[src/rtl/frame_strobe_sequencer_if.sv]
// ---------------------------------------------------------------------------
// frame_strobe_sequencer_if
// Bundles the session/command handshake and the tile-column outputs of
// frame_strobe_sequencer.
//   master : the configuration source (drives cfg_start and cmd_*, observes
//            cmd_ready and the column outputs)
//   slave  : the sequencer itself
// Signals:
//   cfg_start    single-cycle request to open a configuration session
//   cmd_valid    frame-write command valid
//   cmd_ready    command accepted on cmd_valid & cmd_ready at a rising edge
//   cmd_frame    target frame index (6 bits)
//   cmd_data     frame data word
//   cmd_last     final command of the session
//   FrameData    registered data word driven to the column
//   FrameStrobe  registered one-hot frame strobe
//   OutputEnable registered fabric output enable, low while configuring
//   busy         high while a session is open
//   err          sticky out-of-range flag for the current session
// ---------------------------------------------------------------------------
interface frame_strobe_sequencer_if #(
  parameter int MaxFramesPerCol = 36,
  parameter int FrameBitsPerRow = 32
);
  logic                       cfg_start;
  logic                       cmd_valid;
  logic                       cmd_ready;
  logic [5:0]                 cmd_frame;
  logic [FrameBitsPerRow-1:0] cmd_data;
  logic                       cmd_last;
  logic [FrameBitsPerRow-1:0] FrameData;
  logic [MaxFramesPerCol-1:0] FrameStrobe;
  logic                       OutputEnable;
  logic                       busy;
  logic                       err;

  modport master (
    output cfg_start, cmd_valid, cmd_frame, cmd_data, cmd_last,
    input  cmd_ready, FrameData, FrameStrobe, OutputEnable, busy, err
  );

  modport slave (
    input  cfg_start, cmd_valid, cmd_frame, cmd_data, cmd_last,
    output cmd_ready, FrameData, FrameStrobe, OutputEnable, busy, err
  );
endinterface

[src/rtl/frame_strobe_sequencer.sv]
// ---------------------------------------------------------------------------
// frame_strobe_sequencer
// Writes configuration frames into a tile column. A session is opened with
// cfg_start; each accepted command places its data word on FrameData, waits
// SetupCycles with no strobe, pulses the one-hot FrameStrobe bit of the frame
// for StrobeCycles, then holds one cycle before accepting the next command.
// OutputEnable is low for the whole session; err flags any out-of-range
// frame index received during the session.
// Ports:
//   UserCLK  sole clock, all state on its rising edge
//   Reset    synchronous active-high reset
//   bus      frame_strobe_sequencer_if slave modport (handshake + column)
// ---------------------------------------------------------------------------
module frame_strobe_sequencer #(
  parameter int MaxFramesPerCol = 36,
  parameter int FrameBitsPerRow = 32,
  parameter int SetupCycles     = 1,
  parameter int StrobeCycles    = 2
) (
  input  logic                      UserCLK,
  input  logic                      Reset,
  frame_strobe_sequencer_if.slave   bus
);

  typedef enum logic [2:0] {
    IDLE   = 3'd0,
    OPEN   = 3'd1,
    SETUP  = 3'd2,
    STROBE = 3'd3,
    HOLD   = 3'd4,
    CLOSE  = 3'd5
  } state_e;

  // The counter is loaded with (cycles - 1) on entry and the state is left
  // when it reaches zero, so it never wraps past the parameter value.
  localparam logic [2:0] SetupReload  = 3'(SetupCycles - 1);
  localparam logic [2:0] StrobeReload = 3'(StrobeCycles - 1);

  state_e                     state_q, state_d;
  logic [2:0]                 cnt_q, cnt_d;
  logic [5:0]                 idx_q, idx_d;
  logic                       last_q, last_d;
  logic [FrameBitsPerRow-1:0] data_q, data_d;
  logic [MaxFramesPerCol-1:0] strobe_q, strobe_d;
  logic                       oe_q, oe_d;
  logic                       busy_q, busy_d;
  logic                       err_q, err_d;
  logic                       in_range;

  assign in_range = 32'(bus.cmd_frame) < 32'(MaxFramesPerCol);

  // Next-state and next-value logic
  always_comb begin
    state_d = state_q;
    cnt_d   = cnt_q;
    idx_d   = idx_q;
    last_d  = last_q;
    data_d  = data_q;
    oe_d    = oe_q;
    busy_d  = busy_q;
    err_d   = err_q;
    case (state_q)
      IDLE: begin
        if (bus.cfg_start) begin
          state_d = OPEN;
          busy_d  = 1'b1;
          oe_d    = 1'b0;
          err_d   = 1'b0;
        end
      end
      OPEN: begin
        if (bus.cmd_valid) begin
          if (in_range) begin
            data_d  = bus.cmd_data;
            idx_d   = bus.cmd_frame;
            last_d  = bus.cmd_last;
            cnt_d   = SetupReload;
            state_d = SETUP;
          end else begin
            // Bad index: flag it and drop the command, column untouched.
            err_d = 1'b1;
            if (bus.cmd_last) state_d = CLOSE;
          end
        end
      end
      SETUP: begin
        if (cnt_q == 3'd0) begin
          cnt_d   = StrobeReload;
          state_d = STROBE;
        end else begin
          cnt_d = cnt_q - 3'd1;
        end
      end
      STROBE: begin
        if (cnt_q == 3'd0) state_d = HOLD;
        else               cnt_d   = cnt_q - 3'd1;
      end
      HOLD: begin
        state_d = last_q ? CLOSE : OPEN;
      end
      CLOSE: begin
        state_d = IDLE;
        oe_d    = 1'b1;
        busy_d  = 1'b0;
      end
      default: state_d = IDLE;
    endcase
  end

  // Strobe is registered from the next state so it is high exactly while
  // the sequencer sits in STROBE; only the latched index can be set.
  always_comb begin
    strobe_d = '0;
    if (state_d == STROBE) begin
      for (int i = 0; i < MaxFramesPerCol; i++) begin
        strobe_d[i] = (idx_q == 6'(i));
      end
    end
  end

  always_ff @(posedge UserCLK) begin
    if (Reset) begin
      state_q  <= IDLE;
      cnt_q    <= 3'd0;
      data_q   <= '0;
      strobe_q <= '0;
      oe_q     <= 1'b1;
      busy_q   <= 1'b0;
      err_q    <= 1'b0;
    end else begin
      state_q  <= state_d;
      cnt_q    <= cnt_d;
      data_q   <= data_d;
      strobe_q <= strobe_d;
      oe_q     <= oe_d;
      busy_q   <= busy_d;
      err_q    <= err_d;
    end
  end

  // Latched command fields are only read after being written by an accept.
  always_ff @(posedge UserCLK) begin
    idx_q  <= idx_d;
    last_q <= last_d;
  end

  assign bus.cmd_ready    = (state_q == OPEN);
  assign bus.FrameData    = data_q;
  assign bus.FrameStrobe  = strobe_q;
  assign bus.OutputEnable = oe_q;
  assign bus.busy         = busy_q;
  assign bus.err          = err_q;

endmodule

[src/flat_wrapper.sv]
// flat-port wrapper written by rule: the top's interface ports become plain ports
module frame_strobe_sequencer_flat 
#(
  parameter int MaxFramesPerCol = 36,
  parameter int FrameBitsPerRow = 32,
  parameter int SetupCycles     = 1,
  parameter int StrobeCycles    = 2
)
  (UserCLK, Reset, bus_cfg_start, bus_cmd_valid, bus_cmd_frame, bus_cmd_data, bus_cmd_last, bus_cmd_ready, bus_FrameData, bus_FrameStrobe, bus_OutputEnable, bus_busy, bus_err);
  frame_strobe_sequencer_if #(.MaxFramesPerCol(MaxFramesPerCol), .FrameBitsPerRow(FrameBitsPerRow)) bus_i ();
  input  logic UserCLK;
  input  logic Reset;
  input wire logic [$bits(bus_i.cfg_start)-1:0] bus_cfg_start;
  input wire logic [$bits(bus_i.cmd_valid)-1:0] bus_cmd_valid;
  input wire logic [$bits(bus_i.cmd_frame)-1:0] bus_cmd_frame;
  input wire logic [$bits(bus_i.cmd_data)-1:0] bus_cmd_data;
  input wire logic [$bits(bus_i.cmd_last)-1:0] bus_cmd_last;
  output wire logic [$bits(bus_i.cmd_ready)-1:0] bus_cmd_ready;
  output wire logic [$bits(bus_i.FrameData)-1:0] bus_FrameData;
  output wire logic [$bits(bus_i.FrameStrobe)-1:0] bus_FrameStrobe;
  output wire logic [$bits(bus_i.OutputEnable)-1:0] bus_OutputEnable;
  output wire logic [$bits(bus_i.busy)-1:0] bus_busy;
  output wire logic [$bits(bus_i.err)-1:0] bus_err;
  assign bus_i.cfg_start = bus_cfg_start;
  assign bus_i.cmd_valid = bus_cmd_valid;
  assign bus_i.cmd_frame = bus_cmd_frame;
  assign bus_i.cmd_data = bus_cmd_data;
  assign bus_i.cmd_last = bus_cmd_last;
  assign bus_cmd_ready = bus_i.cmd_ready;
  assign bus_FrameData = bus_i.FrameData;
  assign bus_FrameStrobe = bus_i.FrameStrobe;
  assign bus_OutputEnable = bus_i.OutputEnable;
  assign bus_busy = bus_i.busy;
  assign bus_err = bus_i.err;
  frame_strobe_sequencer #(.MaxFramesPerCol(MaxFramesPerCol), .FrameBitsPerRow(FrameBitsPerRow), .SetupCycles(SetupCycles), .StrobeCycles(StrobeCycles)) u_core (.UserCLK(UserCLK), .Reset(Reset), .bus(bus_i));
endmodule
[config.mk]
export PLATFORM = sky130hd
export DESIGN_NAME = frame_strobe_sequencer_flat
export DESIGN_NICKNAME = d
export VERILOG_FILES = /design/src/rtl/frame_strobe_sequencer_if.sv /design/src/rtl/frame_strobe_sequencer.sv /design/src/flat_wrapper.sv
export SDC_FILE = /design/constraint.sdc
export NUM_CORES = 1
export LEC_CHECK = 0
export CAP_MARGIN = 10
export CORE_MARGIN = 8
export CORE_UTILIZATION = 46
export CTS_BUF_LIST = sky130_fd_sc_hd__clkbuf_2 sky130_fd_sc_hd__clkbuf_4 sky130_fd_sc_hd__clkbuf_8
export DETAILED_ROUTE_END_ITERATION = 7
export PLACE_DENSITY = 0.81
export RECOVER_POWER = 100
export SLEW_MARGIN = 20
export SYNTH_ARGS = -nofsm -noshare
export SYNTH_HDL_FRONTEND = slang
export SYNTH_SLANG_ARGS = --single-unit
[constraint.sdc]
create_clock -name UserCLK -period 1.85 [get_ports UserCLK]
set_clock_uncertainty 0.05 [all_clocks]
set_input_delay 0.2775 -clock UserCLK [delete_from_list [all_inputs] [get_ports UserCLK]]
set_output_delay 0.2775 -clock UserCLK [all_outputs]
set_load 0.01 [all_outputs]
# Word level (Yosys, flattened, before mapping)
# Index checks and enable logic that the tools add are counted.
totals:
  register_bits: 84
  wordCells: 89
  out_inout_bits: 72
  inputBits: 43
classes:
  order_cmp: 1
  reduce_logical: 11
  add_sub_neg: 1
  n_bitwise: 1
  n_eq_ne: 46
  mux: 20
op_table:
  columns: ["cell", "n"]
  rows:
  - ["== test 6 x 5 -> 1 bit (second input constant)", 16]
  - ["== test 6 x 4 -> 1 bit (second input constant)", 8]
  - ["two-way mux 3 bit", 11]
  - ["== test 6 x 3 -> 1 bit (second input constant)", 4]
  - ["== test 6 bit (second input constant)", 4]
  - ["case mux 3 bit (5 select lines)", 1]
  - ["== test 6 x 2 -> 1 bit (second input constant)", 2]
  - ["== test 3 x 2 -> 1 bit (second input constant)", 3]
  - ["case mux 3 bit (3 select lines)", 1]
  - ["!= test 2 bit (second input constant)", 4]
  - ["AND reduction 4 bit", 2]
  - ["== test 3 bit (second input constant)", 2]
  - ["== test 6 x 1 -> 1 bit (second input constant)", 1]
  - ["zero test 3 bit", 2]
  - ["zero test 6 bit", 1]
  - ["less-than comparator 6 bit (second input constant)", 1]
  - ["case mux 1 bit (2 select lines)", 3]
  - ["two-way mux 1 bit", 4]
  - ["nonzero test 2 bit", 2]
  - ["== test 3 x 1 -> 1 bit (second input constant)", 1]
  - ["AND reduction 3 bit", 1]
  - ["nonzero test 3 bit", 1]
  - ["subtractor 3 x 1 -> 3 bit (second input constant)", 1]
  - ["!= test 2 x 1 -> 1 bit (second input constant)", 1]
  - ["other kinds (3)", 3]

# Logic depth before layout (Yosys ltp)
# Gate-level depths: netlist of run 1.
depth:
  word_depth: 7
  mapped_depth: 6
  depth_no_buf: 5

# Worst setup path before layout of run 1
# No wires, ideal clock.
synth_timing:
  path_type: "flip-flop to flip-flop"
  start: "register u_core.cnt_q[0]"
  end: "register u_core.strobe_q[10] (netlist: u_core.bus.FrameStrobe[10])"
  t_arrival_ps: 1463
  path_stages_with_launch: 7
  path_buffers: 1
  required_time_ps: 1668
  setup_ps: 132
  period_less_slack_ps: 1645
  slack_ps: 205
  path_cell_list: "dfxtp_1 > inv_1 > ha_1 > and2b_1 > xnor2_2 > clkbuf_1 > nor4_1"
synth_between:
  elab_chain_len: 6
  elab_cells_between_ends: 7
  classes_between: "eq/ne (1); mux (3); bitwise (1); reduce/logical (2)"
synth_lines:
  columns: ["item", "line_no", "text"]
  rows:
  - ["start: declaration", "frame_strobe_sequencer.sv:40", "logic [2:0] cnt_q, cnt_d;"]
  - ["start signal: assignment", "frame_strobe_sequencer.sv:132", "cnt_q <= cnt_d;"]
  - ["zero test 3 bit *", "frame_strobe_sequencer.sv:87, frame_strobe_sequencer.sv:95", null]
  - ["two-way mux 3 bit (on tied branches)", "frame_strobe_sequencer.sv:95, frame_strobe_sequencer.sv:87", null]
  - ["case mux 3 bit (5 select lines) *", "frame_strobe_sequencer.sv:62", "case (state_q)"]
  - ["== test 3 x 2 -> 1 bit *", "frame_strobe_sequencer.sv:114", "if (state_d == STROBE) begin"]
  - ["NOT 1 bit (no line) *", null, null]
  - ["OR reduction 2 bit (no line) *", null, null]
  - ["end signal: assignment", "frame_strobe_sequencer.sv:134", "strobe_q <= strobe_d;"]
  - ["end: declaration", "frame_strobe_sequencer.sv:44", "logic [MaxFramesPerCol-1:0] strobe_q, strobe_d;"]
# Every way passes the cells marked *; elsewhere a longest branch is shown, timed or not.
# A chain may end at the register's enable or synchronous reset.

# Worst setup path after layout of run 1
layout_timing:
  start: "register u_core.cnt_q[0]"
  end: "register u_core.strobe_q[5] (netlist: u_core.bus.FrameStrobe[5])"
# The elaborated chain is that of the path after synthesis.

==> qor.log, run 1 <==
qor: status.result_of_the_run complete, no violations
qor: floorplan.dieWidth 100 microns
qor: place.placement.io_buffers 114
qor: place.routabilityCongestion 0.782
qor: place.detailedPlacementHpwl 6440 microns
qor: synth.synth_flop_cell sky130_fd_sc_hd__dfxtp_1
qor: finish.post_route_cells_drive_above_1_share 10.6%
qor: clock_tree.cts_setup_buffers 0
qor: worst_setup_path.crit_arrival 1930 ps
qor: min_path.cells_on_worst_hold_path 2
qor: power_and_ir_drop.int_pwr 2.94 mW
qor: worst_setup_path.worst-setup-path-type reg2reg
qor: clock_tree.cts_hold_buffers 0
qor: timing.timing.slew.headroom 57.4%
qor: timing.timing.final.max_slew_violations 0
qor: synth.ys_seq_area_share 53.6%
qor: clock_tree.clkSinkCount 84
qor: worst_setup_path.critPathLaunch u_core.cnt_q[0]$_SDFFE_PP0P_
qor: power_and_ir_drop.sw_frac_of_total 24.8%
qor: detailed_routing.drcViolationCount 0
qor: clock_tree.cts_buffers 9
qor: grt.first_global_vias 2845
qor: detailed_routing.detailedRoute.firstIterationViolations 142
qor: power_and_ir_drop.sequentialPowerShare 49.1%
qor: finish.nets_finish 474
qor: synth.synth_fp_nets 354
qor: floorplan.std_cell_rows 30
qor: power_and_ir_drop.combPwrFrac 14.9%
qor: grt.grt_overflow 0
qor: detailed_routing.detail_routed_via_count_per_cell 5.31
qor: clock_tree.worstSkewPairLatency 350 ps
qor: synth.synth-async-reset-ratio 0%
qor: finish.antenna_cells_inserted 0
qor: finish.areaGrowthSynthToFinish 46.2%
qor: min_path.hold_path.startpoint u_core.bus.busy$_SDFFE_PP0P_
qor: synth.synth.cell_area 3270 sq um
qor: clock_tree.clkTransAtPathRegs 80 ps
qor: worst_setup_path.path_depth 6
qor: detailed_routing.wl 8700 microns
qor: floorplan.io-pin-count 115
qor: worst_setup_path.reg2reg_to u_core.bus.FrameStrobe[5]$_SDFF_PP0_
qor: detailed_routing.route.vias.total 2815
qor: floorplan.initial_core_util 47.8%
qor: grt.grt_antenna_before_repair 0
qor: worst_setup_path.crit_chain inv_1, ha_1, and2b_1, xnor2_4, buf_12, nor4_1
qor: synth.post-synth-top-area-fraction 47.2%
qor: clock_tree.cts_tree built
qor: power_and_ir_drop.vdd_drop_max 0.000512 V
qor: synth.synthDistinctLibCells 41
qor: floorplan.die_h 100 microns
qor: detailed_routing.drt.antenna.violating_nets 0
qor: clock_tree.cts-root-buf sky130_fd_sc_hd__clkbuf_8
qor: worst_setup_path.critPathMaxStageDelay 370 ps
qor: clock_tree.cts_max_path_buffers 2
qor: job.max_cap_violations 0
qor: finish.final_core_utilization 70.0%
qor: power_and_ir_drop.power_switching 971 uW
qor: synth.synth.ff_latch_count 84
qor: grt.grt_max_degree 38
qor: timing.layout_worst_path_cycle_share 93.8%
qor: timing.grt_setup_unrepaired no
qor: timing.setup-tns-final 0 ps
qor: worst_setup_path.path_buf_inv 2
qor: min_path.min_delay_worst_endpoint u_core.bus.busy$_SDFFE_PP0P_
qor: timing.finalHoldViolations 0
qor: worst_setup_path.worstSetupStartpointType register
qor: timing.minimum_clock_period 1740 ps
qor: power_and_ir_drop.power.density_cell_area 819 nW/um^2
qor: detailed_routing.first_pass_iters 4
qor: worst_setup_path.reg2regPathDepth 6
qor: floorplan.core_area 6830 sq um
qor: grt.grtUsageTotal 17.7%
qor: worst_setup_path.timing.critical_path.required 2040 ps
qor: synth.post-synth-top-area-cell sky130_fd_sc_hd__dfxtp_1
qor: timing.fmax 576 MHz
qor: synth.synth_warnings 0
qor: clock_tree.clock_tree.htree_level_count 3
qor: timing.timing.final.setup_violations 0
qor: detailed_routing.detail_route.wl_per_cell 16.4 microns
qor: power_and_ir_drop.clock_power_share 36.0%
qor: floorplan.die_area 10100 sq um
qor: worst_setup_path.critical_path.max_fanout 36
qor: worst_setup_path.reg2reg_setup_slack 110 ps
qor: power_and_ir_drop.p_leak 1.94 nW
qor: synth.synth_area_per_cell 10.6 sq um
qor: worst_setup_path.critical_path.top_delay_family simple AND/OR/NAND/NOR gates
qor: worst_setup_path.crit-reg2reg-launch u_core.cnt_q[0]$_SDFFE_PP0P_
qor: min_path.type_of_the_worst_min_delay_path reg2reg
qor: worst_setup_path.crit_path_top_delay_cell sky130_fd_sc_hd__dfxtp_1
qor: synth.synth_enable_flop_cells 7
qor: grt.grt_pass1_wl 14200 microns
qor: timing.worstMarginPinSlew 638 ps
qor: synth.ys_top_cells_by_area sky130_fd_sc_hd__dfxtp_1 (47%), sky130_fd_sc_hd__a31o_1 (8.6%), sky130_fd_sc_hd__nand2b_1 (7.5%)
qor: worst_setup_path.endpoint_kind register
qor: synth.synthesis.instances 309
layer usage:
| metal | global-route usage, % | up-vias | part of all wire (%) |
|---|---|---|---|
| li1 | - | 1383 | - |
| met1 | 20.1 | 1302 | 42 |
| met2 | 28.6 | 114 | 47 |
| met3 | 7.27 | 16 | 9.2 |
| met4 | 7.56 | 0 | 1.8 |
| met5 | 0 | - | 0 |
cell families (layout without fill, tap and decap cells):
family	after synthesis	count (layout)	synth area share, %
compound gates	83	83	18.2
xor+xnor	1	1	0.498
fa+ha+maj	2	2	0.766
buf+inv	31	156	4.86
flops	84	84	53.6
simple gates	108	108	22.1
layout by cell type (no fill, tap or decap), types with 4 or more instances in the layout:
| cell type | synthesis | routed |
|---|---|---|
| sky130_fd_sc_hd__dlygate4sd3_1 | 0 | 78 |
| sky130_fd_sc_hd__nand2b_1 | 39 | 39 |
| sky130_fd_sc_hd__buf_4 | 3 | 15 |
| sky130_fd_sc_hd__edfxtp_1 | 7 | 7 |
| sky130_fd_sc_hd__clkdlybuf4s50_1 | 0 | 35 |
| sky130_fd_sc_hd__clkbuf_8 | 0 | 9 |
| sky130_fd_sc_hd__inv_1 | 3 | 4 |
| sky130_fd_sc_hd__a31o_1 | 32 | 32 |
| sky130_fd_sc_hd__nor4_1 | 27 | 33 |
| sky130_fd_sc_hd__or3_1 | 4 | 4 |
| sky130_fd_sc_hd__a21oi_1 | 34 | 34 |
| sky130_fd_sc_hd__nand2_1 | 8 | 9 |
| sky130_fd_sc_hd__dfxtp_1 | 77 | 76 |
| sky130_fd_sc_hd__nor4_2 | 10 | 4 |
tightest hold or removal path, stage by stage (launching register included):
cell                      delay [ps]
sky130_fd_sc_hd__dfxtp_1         320
sky130_fd_sc_hd__nand2_1          50
sky130_fd_sc_hd__a21oi_1          50
metrics by stage:
step	setup WS (ps)	area (sq um)	hold slack, ps	power (mW)	instances
after detailed placement	7.11	4620	421	2.58	514
final	115	4780	424	3.91	530
after global placement	38.1	4620	413	2.57	514
after CTS	98.5	4840	429	3.97	530
after global routing	19.8	4780	457	4.09	530
after floorplan	205	3270	326	2.27	309
synth_stat cells (2+ instances only):
cell / count
sky130_fd_sc_hd__a21o_1: 2
sky130_fd_sc_hd__a21oi_1: 34
sky130_fd_sc_hd__a221oi_1: 2
sky130_fd_sc_hd__a31o_1: 32
sky130_fd_sc_hd__a41o_1: 2
sky130_fd_sc_hd__buf_2: 7
sky130_fd_sc_hd__buf_4: 3
sky130_fd_sc_hd__buf_6: 3
sky130_fd_sc_hd__clkbuf_1: 13
sky130_fd_sc_hd__dfxtp_1: 77
sky130_fd_sc_hd__edfxtp_1: 7
sky130_fd_sc_hd__ha_1: 2
sky130_fd_sc_hd__inv_1: 3
sky130_fd_sc_hd__inv_2: 2
sky130_fd_sc_hd__nand2_1: 8
sky130_fd_sc_hd__nand2b_1: 39
sky130_fd_sc_hd__nand3_1: 3
sky130_fd_sc_hd__nor2_1: 3
sky130_fd_sc_hd__nor2b_1: 3
sky130_fd_sc_hd__nor4_1: 27
sky130_fd_sc_hd__nor4_2: 10
sky130_fd_sc_hd__o211ai_1: 3
sky130_fd_sc_hd__o21bai_1: 2
sky130_fd_sc_hd__or2_2: 2
sky130_fd_sc_hd__or3_1: 4
state kept, by name, indices dropped and copies added (netlist names):
register and cells:
u_core.bus.FrameStrobe 36, u_core.bus.err 1, u_core.state_q 3, u_core.last_q 1
u_core.bus.busy 1, u_core.bus.OutputEnable 1, u_core.idx_q 6, u_core.bus.FrameData 32
u_core.cnt_q 3
how the worst max path moves through the flow:
stage,end,slack (ps)
3_3_place_gp,u_core.cnt_q[0]$_SDFFE_PP0P_,40
6_report,u_core.bus.FrameStrobe[5]$_SDFF_PP0_,110
4_1_cts,u_core.bus.FrameStrobe[23]$_SDFF_PP0_,100
5_1_grt,u_core.bus.FrameStrobe[16]$_SDFF_PP0_,20
2_1_floorplan,u_core.bus.FrameStrobe[10]$_SDFF_PP0_,210
3_5_place_dp,u_core.bus.FrameStrobe[23]$_SDFF_PP0_,7
power groups by stage:
stage	registers (mW)	clock network, mW	logic [mW]
2_1_floorplan	1.98	0	0.287
3_3_place_gp	1.96	0	0.608
3_5_place_dp	1.97	0	0.616
4_1_cts	1.92	1.43	0.616
5_1_grt	1.93	1.53	0.634
6_report	1.92	1.41	0.582
final cells by class:
cell class	count	area [sq um]
Timing Repair Buffer	135	1330
Clock buffer	10	131
Clock inverter	6	88.8
Inverter	5	18.8
Multi-Input combinational cell	194	1340
Tap cell	96	120
Fill cell	546	2050
Sequential cell	84	1750
what timing repair did:
| item | CTS | global route |
|---|---|---|
| pin swaps | 0 | 0 |
| resized for setup | 2 | 2 |
| setup endpoints to repair | 1 | 2 |
Note: power is estimated with default switching activity, not from simulation.
==> run 2: changes to the inputs <==
- clock period: 1.85 -> 1.8 ns (I/O delays scaled with it)
==> qor.log, run 2 (same netlist as run 1, synthesis figures left out) <==
qor: status.result_of_the_run complete, no violations [unchanged]
qor: power_and_ir_drop.sequentialPowerShare 48.1% [was 49.1%]
qor: detailed_routing.detail_routed_via_count_per_cell 5.30 [was 5.31]
qor: timing.finalHoldViolations 0 [unchanged]
qor: timing.timing.slew.headroom 60.2% [was 57.4%]
qor: floorplan.io-pin-count 115 [unchanged]
qor: timing.timing.final.setup_violations 0 [unchanged]
qor: detailed_routing.detailedRoute.firstIterationViolations 96 [was 142]
qor: power_and_ir_drop.vdd_drop_max 0.000425 V [was 0.000512 V]
qor: finish.post_route_cells_drive_above_1_share 12.2% [was 10.6%]
qor: timing.minimum_clock_period 1740 ps
qor: grt.grt_max_degree 38 [unchanged]
qor: power_and_ir_drop.combPwrFrac 15.0% [was 14.9%]
qor: detailed_routing.first_pass_iters 6 [was 4]
qor: grt.grt_overflow 0 [unchanged]
qor: finish.layout.filler_cells 539 [was 546]
qor: finish.layout_common_cells sky130_fd_sc_hd__dlygate4sd3_1 (78), sky130_fd_sc_hd__dfxtp_1 (76), sky130_fd_sc_hd__nand2b_1 (39) [unchanged]
qor: grt.first_global_vias 2906 [was 2845]
qor: timing.hold_ws 427 ps [was 424 ps]
qor: place.dpl-instance-area 4610 sq um [was 4620 sq um]
qor: clock_tree.clkSinkCount 84 [unchanged]
qor: detailed_routing.route.vias.total 2805 [was 2815]
qor: clock_tree.cts_buffers 9 [unchanged]
qor: timing.grt_setup_unrepaired no [unchanged]
qor: worst_setup_path.timing.critical_path.required 2050 ps [was 2040 ps]
qor: clock_tree.cts_tree built [unchanged]
qor: grt.grt_antenna_before_repair 0 [unchanged]
qor: place.placement.io_buffers 114 [unchanged]
qor: power_and_ir_drop.power_switching 1.06 mW [was 971 uW]
qor: clock_tree.cts-root-buf sky130_fd_sc_hd__clkbuf_8 [unchanged]
qor: floorplan.initial_core_util 47.8% [unchanged]
qor: floorplan.dieWidth 100 microns [unchanged]
qor: power_and_ir_drop.int_pwr 3.04 mW [was 2.94 mW]
qor: finish.final_core_utilization 70.8% [was 70.0%]
qor: floorplan.core_area 6830 sq um [unchanged]
qor: grt.grt_pass1_wl 14200 microns [about the same]
qor: clock_tree.cts_hold_buffers 0 [unchanged]
qor: finish.seqCellArea 1750 sq um [unchanged]
qor: power_and_ir_drop.power.density_cell_area 848 nW/um^2 [was 819 nW/um^2]
qor: place.dp_cells 513 [was 514]
qor: finish.multi_input_area 1390 sq um [was 1340 sq um]
qor: timing.fmax 574 MHz
qor: detailed_routing.drcViolationCount 0 [unchanged]
qor: finish.areaGrowthSynthToFinish 48.1% [was 46.2%]
qor: worst_setup_path.endpoint_kind register [unchanged]
qor: clock_tree.clock_tree.htree_level_count 3 [unchanged]
qor: finish.final_common_cell sky130_fd_sc_hd__dlygate4sd3_1 [unchanged]
qor: floorplan.std_cell_rows 30 [unchanged]
qor: timing.timing.final.max_slew_violations 0 [unchanged]
qor: finish.final_area 4840 sq um [was 4780 sq um]
qor: detailed_routing.drt.antenna.violating_nets 0 [unchanged]
qor: clock_tree.worstSkewPairLatency 350 ps [about the same]
qor: worst_setup_path.critical_path.max_fanout 18 [was 36]
qor: place.detailedPlacementHpwl 6380 microns [was 6440 microns]
qor: worst_setup_path.crit_arrival 1990 ps [was 1930 ps]
qor: timing.layout_worst_path_cycle_share 96.8%
qor: worst_setup_path.worstSetupStartpointType input port [was register]
qor: power_and_ir_drop.clock_power_share 36.9% [was 36.0%]
qor: power_and_ir_drop.sw_frac_of_total 25.9% [was 24.8%]
qor: grt.grtUsageTotal 17.5% [was 17.7%]
qor: clock_tree.cts_max_path_buffers 2 [unchanged]
qor: timing.worstMarginPinSlew 596 ps [was 638 ps]
qor: clock_tree.clkTransAtPathRegs 90 ps [was 80 ps]
qor: floorplan.die_area 10100 sq um [unchanged]
qor: finish.finish.cell_count_without_fillers 529 [was 530]
qor: detailed_routing.detail_route.wl_per_cell 16.3 microns [was 16.4 microns]
qor: worst_setup_path.worst-setup-path-type in2reg [was reg2reg]
qor: job.max_cap_violations 0 [unchanged]
qor: finish.antenna_cells_inserted 0 [unchanged]
qor: place.routabilityCongestion 0.798 [was 0.782]
qor: detailed_routing.wl 8620 microns [was 8700 microns]
qor: place.place_worst_setup_slack -87.3 ps [was 7.11 ps]
qor: floorplan.die_h 100 microns [unchanged]
qor: min_path.type_of_the_worst_min_delay_path reg2reg [unchanged]
qor: timing.setup_ws 58.3 ps [was 115 ps]
qor: finish.nets_finish 473 [was 474]
qor: finish.largest_register_ff_count 36 [unchanged]
qor: power_and_ir_drop.p_leak 1.95 nW [was 1.94 nW]
run 2: changes by cell type in the layout (fill, tap and decap cells not counted), sizes merged:
cell | before | now
clkinv | 3 | 1
clkinvlp | 1 | 0
inv | 5 | 9
buf | 18 | 14
clkbuf | 13 | 15
run 2: power by group through the flow:
stage               sequential, mW  combinational, mW  clock, mW
finish                        1.98              0.615       1.51
detailed placement            2.02              0.635          0
global route                  1.98              0.667       1.65
CTS                           1.98              0.634       1.55
global placement              2.02              0.625          0
floorplan                     2.04              0.295          0
run 2: final cells by class:
| cell class | count | area share (%) |
|---|---|---|
| Inverter | 5 | 0.388 |
| Sequential cell | 84 | 36.2 |
| Tap cell | 96 | 2.48 |
| Clock buffer | 9 | 2.56 |
| Clock inverter | 7 | 2.17 |
| Multi-Input combinational cell | 194 | 28.8 |
| Timing Repair Buffer | 134 | 27.4 |
run 2: layer usage:
layer,track usage (%),vias to the layer above,part of all wire (%)
met2,29.0,109,49
met1,19.5,1300,40
met3,8.03,7,10
li1,-,1389,-
met5,0,-,0
met4,5.58,0,0.78
run 2: final timing paths:
check / startpoint / to / slack, ps / cells after the start
max: bus_cmd_frame[4] / u_core.bus.FrameData[12]$_SDFFE_PP0P_ / 60 / 6
min: u_core.bus.err$_SDFFE_PP0P_ / u_core.bus.err$_SDFFE_PP0P_ / 430 / 2
max reg2reg: u_core.cnt_q[0]$_SDFFE_PP0P_ / u_core.bus.FrameStrobe[18]$_SDFF_PP0_ / 90 / 6
min reg2reg: u_core.bus.err$_SDFFE_PP0P_ / u_core.bus.err$_SDFFE_PP0P_ / 430 / 2
run 2: per-stage QoR:
stage / setup TNS, ps / total power [mW]
2_1_floorplan: 0 / 2.33
3_3_place_gp: -71.2 / 2.64
3_5_place_dp: -584 / 2.66
4_1_cts: 0 / 4.17
5_1_grt: 0 / 4.30
6_report: 0 / 4.11
run 2: critical path, stage by stage:
cell and delay, ps:
sky130_fd_sc_hd__dlygate4sd3_1 590, sky130_fd_sc_hd__o31ai_4 350, sky130_fd_sc_hd__nand2_2 90, sky130_fd_sc_hd__inv_1 120, sky130_fd_sc_hd__clkbuf_2 360, sky130_fd_sc_hd__a31o_1 210
run 2: repair_timing:
action / CTS / global route
resized for setup: 2 / 6
setup buffers: 0 / 0
setup endpoints to repair: 1 / 19
endpoints found under the hold margin: 0 / 0
